### src/rtl/jtframe_db15_pkg.sv
// Shared types and helpers for the DB15/SNAC serial joystick reader.
// Latency: none (declarations only).
// Backpressure: not applicable.
package jtframe_db15_pkg;

   // Widest chain the reader supports (PLAYERS*BITS)
   localparam int MAX_W = 48;

   typedef enum logic [2:0] {
      ST_IDLE,
      ST_LOAD,
      ST_SETTLE,
      ST_LOW,
      ST_HIGH,
      ST_DONE,
      ST_WAIT
   } state_t;

   // Number of serial bits clocked out for n joysticks of 'bits' buttons
   function automatic int calc_nb(input int n, input int bits);
      return n * bits;
   endfunction

endpackage

### src/rtl/jtframe_db15_debounce.sv
// Debouncer: publishes the shadow word once DEBOUNCE identical scans are seen.
// Latency: the word updates on the same edge as the strobe that qualifies it.
// Backpressure: none; a strobe is consumed on the cycle it arrives.
module jtframe_db15_debounce
   import jtframe_db15_pkg::*;
#(
   parameter int W        = 24,
   parameter int DEBOUNCE = 2
) (
   input  logic         clk,
   input  logic         rst_n,
   input  logic         strobe,
   input  logic         clear,
   input  logic [W-1:0] raw,
   input  logic [W-1:0] mask,
   output logic [W-1:0] word
);
   localparam int CW = $clog2(DEBOUNCE + 1);

   logic [W-1:0]  shadow_q, shadow_d;
   logic [W-1:0]  word_q, word_d;
   logic [CW-1:0] cnt_q, cnt_d;
   logic [W-1:0]  raw_m;

   // Match counting; unused chain bits are always forced to zero
   always_comb begin
      raw_m    = raw & mask;
      shadow_d = shadow_q;
      cnt_d    = cnt_q;
      word_d   = word_q;
      if (clear) begin
         cnt_d  = '0;
         word_d = '0;
      end else if (strobe) begin
         if (raw_m == shadow_q) begin
            if (cnt_q < CW'(DEBOUNCE)) cnt_d = cnt_q + 1'b1;
         end else begin
            shadow_d = raw_m;
            cnt_d    = CW'(1);
         end
         word_d = (cnt_d >= CW'(DEBOUNCE)) ? shadow_d : (word_q & mask);
      end
   end

   // State registers
   always_ff @(posedge clk or negedge rst_n) begin
      if (!rst_n) begin
         shadow_q <= '0;
         cnt_q    <= '0;
         word_q   <= '0;
      end else begin
         shadow_q <= shadow_d;
         cnt_q    <= cnt_d;
         word_q   <= word_d;
      end
   end

   assign word = word_q;

endmodule

### src/rtl/jtframe_db15_reader.sv
// DB15/SNAC reader: loads the adapter shift chain, clocks out n*BITS bits, debounces.
// Latency: 2*CLKDIV*n*BITS cycles from LOAD to DONE; outputs are registered.
// Backpressure: none; free-running scans every SCAN_PERIOD cycles, players_on=0 aborts.
module jtframe_db15_reader
   import jtframe_db15_pkg::*;
#(
   parameter int PLAYERS     = 2,
   parameter int BITS        = 12,
   parameter int CLKDIV      = 24,
   parameter int SCAN_PERIOD = 50000,
   parameter int DEBOUNCE    = 2
) (
   input  logic                         clk,
   input  logic                         rst_n,
   input  logic [$clog2(PLAYERS+1)-1:0] players_on,
   input  logic                         joy_data,
   output logic                         joy_clk,
   output logic                         joy_load,
   output logic [PLAYERS*BITS-1:0]      joystick,
   output logic                         scan_done,
   output logic                         busy
);
   localparam int W  = PLAYERS * BITS;
   localparam int PW = $clog2(PLAYERS + 1);
   localparam int BI = (W > 1) ? $clog2(W) : 1;
   localparam int DW = (CLKDIV > 1) ? $clog2(CLKDIV) : 1;
   localparam int SW = (SCAN_PERIOD > 1) ? $clog2(SCAN_PERIOD) : 1;

   state_t        state_q, state_d;
   logic [DW-1:0] div_q, div_d;
   logic [BI-1:0] bit_q, bit_d;
   logic [BI-1:0] last_q, last_d;
   logic [SW-1:0] per_q, per_d;
   logic [W-1:0]  raw_q, raw_d;
   logic          joy_clk_q, joy_clk_d;
   logic          joy_load_q, joy_load_d;
   logic          busy_q, busy_d;
   logic          done_q, done_d;
   logic [PW-1:0] n_eff;
   logic          phase_end, per_end, abort;
   logic [W-1:0]  mask;

   // Next-state, sampling, counters and registered-output decode
   always_comb begin
      n_eff      = (players_on > PW'(PLAYERS)) ? PW'(PLAYERS) : players_on;
      phase_end  = (div_q == DW'(CLKDIV - 1));
      per_end    = (per_q == SW'(SCAN_PERIOD - 1));
      abort      = (players_on == '0) && (state_q != ST_IDLE);
      state_d    = state_q;
      bit_d      = bit_q;
      last_d     = last_q;
      raw_d      = raw_q;
      per_d      = per_end ? per_q : per_q + 1'b1;
      case (state_q)
         ST_IDLE:   if (n_eff != '0) state_d = ST_LOAD;
         ST_LOAD:   if (phase_end) state_d = ST_SETTLE;
         ST_SETTLE: if (phase_end) begin
            raw_d[0] = ~joy_data;
            bit_d    = BI'(1);
            state_d  = (last_q == '0) ? ST_DONE : ST_LOW;
         end
         ST_LOW:    if (phase_end) state_d = ST_HIGH;
         ST_HIGH:   if (phase_end) begin
            raw_d[bit_q] = ~joy_data;
            if (bit_q == last_q) begin
               state_d = ST_DONE;
            end else begin
               bit_d   = bit_q + 1'b1;
               state_d = ST_LOW;
            end
         end
         ST_DONE:   state_d = ST_WAIT;
         ST_WAIT:   if (per_end) state_d = ST_LOAD;
         default:   state_d = ST_IDLE;
      endcase
      if (abort) state_d = ST_IDLE;
      // Player count is frozen for the whole scan on LOAD entry
      if (state_d == ST_LOAD && state_q != ST_LOAD) begin
         last_d = BI'(calc_nb(int'(n_eff), BITS) - 1);
         per_d  = '0;
         bit_d  = '0;
         raw_d  = '0;
      end
      div_d = div_q + 1'b1;
      if (state_d != state_q || !(state_d inside {ST_LOAD, ST_SETTLE, ST_LOW, ST_HIGH}))
         div_d = '0;
      joy_clk_d  = (state_d != ST_LOW);
      joy_load_d = (state_d != ST_LOAD);
      busy_d     = state_d inside {ST_LOAD, ST_SETTLE, ST_LOW, ST_HIGH, ST_DONE};
      done_d     = (state_d == ST_DONE);
   end

   // Valid-bit mask for the chain length latched at LOAD
   always_comb begin
      mask = '0;
      for (int i = 0; i < W; i++) mask[i] = (i <= int'(last_q));
   end

   // State and output registers
   always_ff @(posedge clk or negedge rst_n) begin
      if (!rst_n) begin
         state_q    <= ST_IDLE;
         div_q      <= '0;
         bit_q      <= '0;
         last_q     <= '0;
         per_q      <= '0;
         raw_q      <= '0;
         joy_clk_q  <= 1'b1;
         joy_load_q <= 1'b1;
         busy_q     <= 1'b0;
         done_q     <= 1'b0;
      end else begin
         state_q    <= state_d;
         div_q      <= div_d;
         bit_q      <= bit_d;
         last_q     <= last_d;
         per_q      <= per_d;
         raw_q      <= raw_d;
         joy_clk_q  <= joy_clk_d;
         joy_load_q <= joy_load_d;
         busy_q     <= busy_d;
         done_q     <= done_d;
      end
   end

   // The freshly completed word is handed over on the edge that enters DONE
   jtframe_db15_debounce #(
      .W        (W),
      .DEBOUNCE (DEBOUNCE)
   ) u_debounce (
      .clk    (clk),
      .rst_n  (rst_n),
      .strobe (state_d == ST_DONE),
      .clear  (abort),
      .raw    (raw_d),
      .mask   (mask),
      .word   (joystick)
   );

   assign joy_clk   = joy_clk_q;
   assign joy_load  = joy_load_q;
   assign busy      = busy_q;
   assign scan_done = done_q;

endmodule

### config.mk
export PLATFORM = sky130hd
export DESIGN_NAME = jtframe_db15_reader
export DESIGN_NICKNAME = d
export VERILOG_FILES = /design/src/rtl/jtframe_db15_pkg.sv /design/src/rtl/jtframe_db15_debounce.sv /design/src/rtl/jtframe_db15_reader.sv
export SDC_FILE = /design/constraint.sdc
export NUM_CORES = 1
export LEC_CHECK = 0
export ABC_AREA = 1
export BUFFER_PORTS_ARGS = -buffer_cell sky130_fd_sc_hd__buf_2
export CAP_MARGIN = 20
export CORE_MARGIN = 5
export CORE_UTILIZATION = 45
export CTS_BUF_LIST = sky130_fd_sc_hd__clkbuf_8
export DETAILED_ROUTE_END_ITERATION = 6
export GPL_TIMING_DRIVEN = 0
export SLEW_MARGIN = 30
export SYNTH_ARGS = -nofsm -noshare
export SYNTH_HDL_FRONTEND = slang
export SYNTH_SLANG_ARGS = --single-unit
### constraint.sdc
create_clock -name clk -period 6.45 [get_ports clk]
set_clock_uncertainty 0.1 [all_clocks]
set_input_delay 1.29 -clock clk [delete_from_list [all_inputs] [get_ports clk]]
set_output_delay 1.29 -clock clk [all_outputs]
set_load 0.01 [all_outputs]
==> metrics, run 1 <==
status finished, final reports clean; initial antenna violation count 0; GP Congestion 0.8604; Power Density 242.6 nW/um2; most frequent cells in the layout 327 x nand2_1, 122 x inv_1, 109 x dfrtp_1; hold-fix buffers at CTS 0; Synth area leaders dfrtp_1 42%, nand2_1 19%, inv_1 7.0%; core area 14370 um2; Async S/R FF share, synth 1.000; Hold WC Path Type flip-flop to flip-flop; number of synthesized flops with an enable pin 0; number of antenna diodes 0; Mapped Area 6511 um2; Leak 3.866 nW; CP arrival 3700 ps; count of pins over their slew limit 0; Routed WL per cell 14.49 um; CP Capture Type flip-flop; worst-margin pin slew 873.5 ps; post-CTS setup repair buffer count 0; io pins 33; clk sinks 111; Distinct cells, synth 38; Setup crit start kind input port; Routed Antenna Nets 0; relative slew slack 0.4177; critical path data required time 6630 ps; commonest non-fill, non-tap cell in the layout nand2_1; cell taking the most area after synthesis dfrtp_1; post-synthesis adder-cell area fraction 0.01345; H-Tree Depth 3; layout cell share with drive strength beyond 1 0.1051; CTS clk-pin slew, worst paths 100 ps; post-layout minimum cycle time 3521 ps; Tot Pwr 1.743 mW; DP HPWL 12660 um; sequential cell area fraction in the yosys report 0.4270; Die H 130.3 um; DR pass1 iterations 5; Hold Violations, Final 0; largest family of logic cells by synthesized area simple AND/OR/NAND/NOR gates; Filler Cell Count 1451; Port Buffer Count 32; Iter 0 DRT Violations 479; Setup TNS Final 0 ps; Final setup viols 0; post-synth top area share 0.4189; Via density 5.044; global-route wire length before repair 27580 um; Core Rows 44; top_reg_cell synth dfrtp_1; Synth Area in Simple Gates 0.3764; RSZ-0062 raised after global routing false; maximum vdd drop 121.7 uV; CP max FO 10; vias in the first global route 5310; Nets 987; CTS resizes 0; average cell area after synthesis 6.994 um2; Yosys reg bits 111; DR DRC count 0; mux share of post-synthesis cell area 0.001729; critical path class input port to flip-flop; Routed WL 16870 um; Tot GR Track Use 0.2083; Synth Area in Compound Gates 0.06572; total gr overflow 0; clock buffer depth 2; syn_nets 943; Die ar. 16980 um2; Area Growth Syn to Fin 10.34%; largest net degree at the start of global routing 67; max cap viols 0; die width 130.3 um; root buf cell clkbuf_8; final worst-path cycle share 0.5460; Worst-Skew Late Latency 390 ps; vias post-DR 5871; CTS tree yes; Initial Util 0.4532; f_max 284.0 MHz; Ys Warns 0; Syn Inst Count 931; XOR/XNOR Fraction of Synth Area 0.008071; CTS Buf Count 9
-- critical path, cell delays in order --
cell and delay, ps:
buf_2 140, nor3_2 300, inv_2 100, nand2_2 150
nor2_4 70, nand3_4 110, buf_2 270, nand4_1 110
nand2_1 180, nand3_1 90, nor2_1 120, nand2_2 100
nor2_8 150, buf_2 220, nand4_1 120, nand3_1 110
nand2_1 70
-- sequential cells by signal, indices dropped and copies added, names as in the netlist, 2 cells and up --
register	flops
u_debounce.shadow_q	24
per_q	16
div_q	5
last_q	4
u_debounce.cnt_q	2
u_debounce.word	24
state_q	3
raw_q	24
bit_q	5
-- kinds of logic (layout without fill, tap and decap cells) --
family | Yosys count | count (layout)
simple gates | 553 | 553
compound gates | 81 | 81
buf+inv | 172 | 221
fa+ha+maj | 7 | 7
flops | 111 | 111
mux | 1 | 1
xor+xnor | 6 | 6
-- per-layer routing --
metal  share of wire  global-route usage  wire [um]
met3           0.043             0.04298        720
met5               0                   0          0
met1            0.49              0.3035       8311
met2            0.45              0.3211       7642
met4           0.012             0.04584        197
-- final timing paths --
| kind | start | to | slack, ps | depth (start not counted) |
|---|---|---|---|---|
| max | players_on[1] | u_debounce.word[21] | 2930 | 17 |
| min | div_q[0] | div_q[0] | 380 | 1 |
| max reg2reg | per_q[1] | u_debounce.word[6] | 3010 | 17 |
| min reg2reg | div_q[0] | div_q[0] | 380 | 1 |
| max in group asynchronous | rst_n | u_debounce.shadow_q[7] | 4930 | 2 |
| min in group asynchronous | rst_n | per_q[3] | 680 | 1 |
-- metrics by stage --
stage,instance area [um2],util,instances,hold slack (ps),setup WS (ps)
5_1_grt,7184,0.5000,1164,402.0,2593
2_1_floorplan,6511,-,931,332.9,3216
4_1_cts,7184,0.5000,1164,378.3,2945
3_3_place_gp,6902,0.4803,1147,353.8,2515
3_5_place_dp,6939,0.4829,1148,364.0,2516
6_report,7184,0.5000,1164,376.4,2929
-- cell type report --
| type | instances | area (um2) | share of cell area |
|---|---|---|---|
| multi-input combinational | 648 | 3030 | 0.4218 |
| sequential | 111 | 2780 | 0.3870 |
| inverter | 140 | 525.5 | 0.07315 |
| tap | 184 | 230.2 | 0.03204 |
| timing repair buffer | 33 | 197.7 | 0.02752 |
| buffer | 32 | 175.2 | 0.02438 |
| clock buffer | 10 | 137.6 | 0.01916 |
| clock inverter | 6 | 107.6 | 0.01498 |
-- synthesized netlist by cell type, types with 5 or more instances --
| master | count |
|---|---|
| nand2_1 | 327 |
| inv_1 | 122 |
| dfrtp_1 | 109 |
| nand3_1 | 77 |
| nor2_1 | 65 |
| nand4_1 | 56 |
| o21ai_0 | 54 |
| clkbuf_1 | 17 |
| inv_2 | 16 |
| o21ai_1 | 12 |
| ha_1 | 7 |
| a21oi_1 | 6 |
| buf_2 | 5 |
| buf_6 | 5 |
| nor2_2 | 5 |
| nor3_1 | 5 |
| xor2_1 | 5 |
-- power breakdown --
part	internal (mW)	switching [mW]
sequential	0.736	0.0373
clock	0.267	0.245
combinational	0.116	0.342
(Power assumes the default switching activity.)
==> run 2, diff against run 1 <==
- clock period: 6.45 -> 3.3 ns (I/O delays scaled with it)
==> run 2 against run 1 <==
Net effect:
- non-clock buffer count increased by 18
- critical path depth up 6
- via count is 3.9% higher
- cell count rose by 1.5%
- count of clock-buffer cells in the layout stayed put
- first-iteration DRC count fell by 8.8%
- wire length rose by 3.1%
- clock power rose by 95%
- global-route usage is 0.10 points higher
- hold slack worse by 330 ps
- register-to-register slack got worse by 3000 ps
- sequential share of layout area shrank 2.1 points
- critical path type is now flip-flop to flip-flop
- largest cell class unchanged
- largest power group unchanged
==> metrics, run 2 (synthesis results as in run 1) <==
CP max FO 8 (-2); global-route wire length before repair 27760 um (+0.65%); H-Tree Depth 3 (unchanged); hold-fix buffers at CTS 0 (unchanged); Routed WL 17400 um (+3.1%); maximum vdd drop 239.0 uV (+96%); Initial Util 0.4532 (unchanged); clk sinks 111 (unchanged); Area Growth Syn to Fin 16.78%; critical path data required time 3540 ps (-3090 ps); GP Congestion 0.8604 (unchanged); DP Worst Slack -124.5 ps (-2641 ps); worst hold slack 45.59 ps (-330.8 ps); DR DRC count 0 (unchanged); initial antenna violation count 0 (unchanged); Placed Area 6939 um2 (unchanged); commonest non-fill, non-tap cell in the layout nand2_1; core area 14370 um2 (unchanged); critical path class flip-flop to flip-flop; Routed Antenna Nets 0 (unchanged); Power Density 474.9 nW/um2 (+96%); io pins 33 (unchanged); RSZ-0062 raised after global routing true; Final setup viols 0 (unchanged); Die ar. 16980 um2 (unchanged); most frequent cells in the layout 305 x nand2_1, 121 x inv_1, 108 x dfrtp_1; vias post-DR 6100 (+3.9%); Via density 5.161 (+2.3%); final worst slack 34.47 ps (-2894 ps); Port Buffer Count 32 (unchanged); layout cell share with drive strength beyond 1 0.1693 (+0.06424); largest net degree at the start of global routing 67 (unchanged); Die H 130.3 um (unchanged); CTS clk-pin slew, worst paths 100 ps (about the same); clock buffer depth 2 (unchanged); max cap viols 0 (unchanged); worst-margin pin slew 884.4 ps (+10.91 ps); Setup crit start kind flip-flop; Tot GR Track Use 0.2093 (+0.001036); DR pass1 iterations 5 (unchanged); Nets 1005 (+1.8%); relative slew slack 0.4104 (-0.007276); CTS Buf Count 9 (unchanged); Hold Violations, Final 0 (unchanged); vias in the first global route 5354 (+0.83%); Worst-Skew Late Latency 400 ps (about the same); Routed WL per cell 14.72 um (+1.6%); CTS tree yes; count of pins over their slew limit 0 (unchanged); total gr overflow 0 (unchanged); Setup TNS Final 0 ps (unchanged); Iter 0 DRT Violations 437 (-8.8%); Core Rows 44 (unchanged); number of antenna diodes 0 (unchanged); status finished, final reports clean; Hold WC Path Type input port to asynchronous set/reset pin; post-layout minimum cycle time 3266 ps; final worst-path cycle share 0.9896; f_max 306.2 MHz; CP Capture Type flip-flop; Design Area, Final 7604 um2 (+5.8%); DP HPWL 12660 um (unchanged); Leak 4.031 nW (+4.3%); CP arrival 3500 ps (-200 ps); root buf cell clkbuf_8; die width 130.3 um (unchanged)
[run 2: final timing paths]
check | slack [ps] | endpoint | depth (start not counted) | start
max reg2reg | 30 | u_debounce.word[21] | 23 | per_q[1]
min | 50 | per_q[3] | 1 | rst_n
max in group asynchronous | 2400 | u_debounce.shadow_q[7] | 2 | rst_n
min in group clk | 380 | div_q[0] | 1 | div_q[0]
max | 30 | u_debounce.word[21] | 23 | per_q[1]
min reg2reg | 380 | div_q[0] | 1 | div_q[0]
[run 2: cell type report]
cell class | count | area (um2)
Buffer | 31 | 201.4
Fill cell | 1416 | 6765
Clock buffer | 10 | 137.6
Clock inverter | 6 | 107.6
Multi-Input combinational cell | 648 | 3233
Inverter | 140 | 528.0
Timing Repair Buffer | 52 | 384.1
Sequential cell | 111 | 2781
Tap cell | 184 | 230.2
[run 2: metrics by stage]
stage          power [mW]    util  std cells
4_1_cts             3.442  0.5030       1166
2_1_floorplan       2.119       -        931
3_3_place_gp        2.424  0.4803       1147
3_5_place_dp        2.431  0.4829       1148
6_report            3.611  0.5292       1182
5_1_grt             3.801  0.5292       1182
[run 2: critical path, cell delays in order, from the launching register on]
cell     delay [ps]
dfrtp_1         430
ha_4            190
inv_4            40
nor2_4           90
nand2_2          70
nor2_4          150
nand2_4          70
a21oi_4         170
nand2_2          80
nor2_4          150
nand3_4         180
buf_8           190
buf_8           130
nand4_1         100
nand2_1          60
nor2_1          100
nand2_1          90
nor2_4          160
buf_6           120
nand3_4         110
buf_6           180
nand2_2          60
nand3_2          60
nand2_2          90
[run 2: report_power, final]
| part | total, mW | internal, mW | switching [mW] | leakage (nW) |
|---|---|---|---|---|
| clock | 1.00 | 0.522 | 0.482 | 0.122 |
| combinational | 1.08 | 0.359 | 0.725 | 2.39 |
| sequential | 1.52 | 1.44 | 0.0843 | 1.52 |
[run 2: routing by layer]
| metal | global-route usage | vias to the layer above | wire length (um) | part of all wire |
|---|---|---|---|---|
| met2 | 0.3226 | 142 | 7913 | 0.45 |
| met1 | 0.3053 | 2863 | 8398 | 0.48 |
| met5 | 0 | - | 0 | 0 |
| met4 | 0.04584 | 0 | 209 | 0.012 |
| li1 | - | 3080 | - | - |
| met3 | 0.04298 | 15 | 879 | 0.051 |
[run 2: what timing repair did]
item                                    CTS  global route
endpoints found under the setup margin   22            76
cloned                                    0             5
setup buffers                             2            12
resized for setup                         9            71
pin swaps                                 3            40
==> run 3, diff against run 2 <==
- PLACE_DENSITY_LB_ADDON: default -> 0.25
==> run 3 against run 2 <==
Net effect:
- count of clock-buffer cells in the layout down 1
- sequential share of layout area decreased by 0.97 points
- critical path depth down 1
- register-to-register slack about the same
- setup slack worse by 15 ps
- power down 2.0%
- combinational power grew 11%
==> metrics, run 3 (synthesis results as in run 1) <==
status finished, final reports clean; DR pass1 iterations 7 (+2); f_max 304.8 MHz (-0.46%); GP Congestion 0.8897 (+3.4%); clk sinks 111 (unchanged); CP max FO 7 (-1); clock buffer depth 2 (unchanged); critical path data required time 3540 ps (about the same); io pins 33 (unchanged); CTS tree yes; initial antenna violation count 0 (unchanged); Iter 0 DRT Violations 608 (+39%); CP Capture Type flip-flop; worst-case reg-to-reg path depth 22 (-4.3%); Port Buffer Count 32 (unchanged); Routed WL per cell 14.85 um (+0.89%); vias in the first global route 5306 (-0.90%); CTS clk-pin slew, worst paths 110 ps (about the same); Die ar. 16980 um2 (unchanged); Slowest-stage cell, CP dfrtp_1; Hold Violations, Final 0 (unchanged); most frequent cells in the layout 294 x nand2_1, 121 x inv_1, 108 x dfrtp_1; Routed WL 17690 um (+1.7%); part of the power in registers 0.429 (+0.007); post-layout minimum cycle time 3280 ps (+14.95 ps); Hold WC Path Type input port to asynchronous set/reset pin; CP Buf/Inv Count 4 (-1); Tot GR Track Use 0.2049 (-0.004397); Worst-Skew Late Latency 400 ps (about the same); Area Growth Syn to Fin 19.97%; sw frac 0.3757 (+0.01825); max cap viols 0 (unchanged); worst-margin pin slew 918.7 ps (+34.25 ps); CP peak stage delay 410 ps (-20 ps); total gr overflow 0 (unchanged); core area 14370 um2 (unchanged); dpl cells 1148 (unchanged); RSZ-0062 raised after global routing true; vias post-DR 6196 (+1.6%); largest net degree at the start of global routing 73 (+9.0%); number of antenna diodes 0 (unchanged); global-route wire length before repair 27220 um (-1.9%); CP cell instances ha_4 -> inv_2 -> nor2_2 -> nand2_1 -> nor2_2 -> nand2_2 -> a21oi_4 -> nand2_2 -> nor2_4 -> nand3_4 -> buf_8 -> buf_8 -> nand4_1 -> nand2_1 -> nor2_1 -> nand2_1 -> nor2_4 -> nand3_4 -> buf_6 -> nand2_2 -> nand3_2 -> nand2_1; instance count on the critical path 22 (-4.3%); root buf cell clkbuf_8; relative slew slack 0.3875 (-0.02283); Filler Cell Count 1382 (-2.4%); Via density 5.202 (+0.81%); Power Density 453.2 nW/um2 (-4.6%); top cell family by delay on the critical path simple AND/OR/NAND/NOR gates; Initial Util 0.4532 (unchanged); CTS Buf Count 9 (unchanged); Leak 4.079 nW (+1.2%); internal power 2.210 mW (-4.7%); Non-Filler Instances 1191 (+0.76%); CP arrival 3520 ps (+20 ps); Setup crit start kind flip-flop; Core Rows 44 (unchanged); DP HPWL 12270 um (-3.0%); DP Worst Slack -86.59 ps (+37.87 ps); Worst path most repeated cell nand2_1; DR DRC count 0 (unchanged); Clock Power Share 0.233 (-0.045); maximum vdd drop 223.7 uV (-6.4%); Placed Area 6939 um2 (unchanged); count of pins over their slew limit 0 (unchanged); final worst slack 19.52 ps (-14.95 ps); Design Area, Final 7811 um2 (+2.7%); critical path class flip-flop to flip-flop; final worst-path cycle share 0.9941 (+0.004529); layout cell share with drive strength beyond 1 0.2145 (+0.04516); H-Tree Depth 3 (unchanged); commonest non-fill, non-tap cell in the layout nand2_1; die width 130.3 um (unchanged); Gate power share 0.338 (+0.038); Switch Pwr 1.330 mW (+3.0%); hold-fix buffers at CTS 0 (unchanged); Final setup viols 0 (unchanged); Routed Antenna Nets 0 (unchanged); Nets 1015 (+1.0%); Die H 130.3 um (unchanged)
[run 3: final cells by class]
class / instances / area (um2) / area share
repair buffers: 61 / 486.7 / 0.06231
plain buffers: 32 / 227.7 / 0.02915
multi-input cells: 648 / 3372 / 0.4317
clock inverters: 6 / 63.81 / 0.008169
flip-flops and latches: 111 / 2781 / 0.3561
well taps: 184 / 230.2 / 0.02947
inverters: 140 / 525.5 / 0.06728
clock buffers: 9 / 123.9 / 0.01586
[run 3: power groups by stage]
stage / combinational, mW / clock (mW) / sequential [mW]
5_1_grt: 1.31 / 0.893 / 1.53
2_1_floorplan: 0.595 / 0 / 1.52
3_5_place_dp: 0.889 / 0 / 1.54
6_report: 1.20 / 0.824 / 1.52
3_3_place_gp: 0.874 / 0 / 1.53
4_1_cts: 0.895 / 0.848 / 1.51
[run 3: layer usage]
layer  track usage  vias up  part of all wire  wire length [um]
li1              -     3108                 -                 -
met2        0.3078      193              0.45              7925
met5             0        -                 0                 0
met3       0.03602       24             0.070              1234
met1        0.3026     2871              0.46              8204
met4       0.06235        0             0.018               325
[run 3: worst register-to-register path: stages, from the launching register on]
cell     delay [ps]
dfrtp_1         410
ha_4            170
inv_2            40
nor2_2           60
nand2_1          60
nor2_2          150
nand2_2          90
a21oi_4         200
nand2_2          90
nor2_4          160
nand3_4         190
buf_8           210
buf_8           130
nand4_1          70
nand2_1          70
nor2_1          110
nand2_1          90
nor2_4          240
nand3_4         180
buf_6           190
nand2_2          60
nand3_2          70
nand2_1          90
[run 3: path summary, 6_finish.rpt]
check                          from                  end  slack (ps)
max                        per_q[1]  u_debounce.word[21]          20
min                           rst_n            per_q[10]          30
max reg2reg                per_q[1]  u_debounce.word[21]          20
min reg2reg                div_q[0]             div_q[0]         370
max in group asynchronous     rst_n             bit_q[4]        2380
min in group clk           div_q[0]             div_q[0]         370
[run 3: timing repair]
item,4_1_cts,5_1_grt
gates resized for setup,6,135
cloned,0,5
endpoints found under the setup margin,20,73
setup buffers,0,23
pin swaps,0,46
[run 3: through the flow]
step           hold WS [ps]  setup TNS, ps    util  total power [mW]
2_1_floorplan         264.4              0       -             2.119
3_3_place_gp          353.8          -1572  0.4803             2.408
3_5_place_dp          353.6          -1395  0.4829             2.425
4_1_cts               32.56              0  0.4970             3.257
5_1_grt               43.14          -2956  0.5436             3.733
6_report              32.68              0  0.5436             3.540
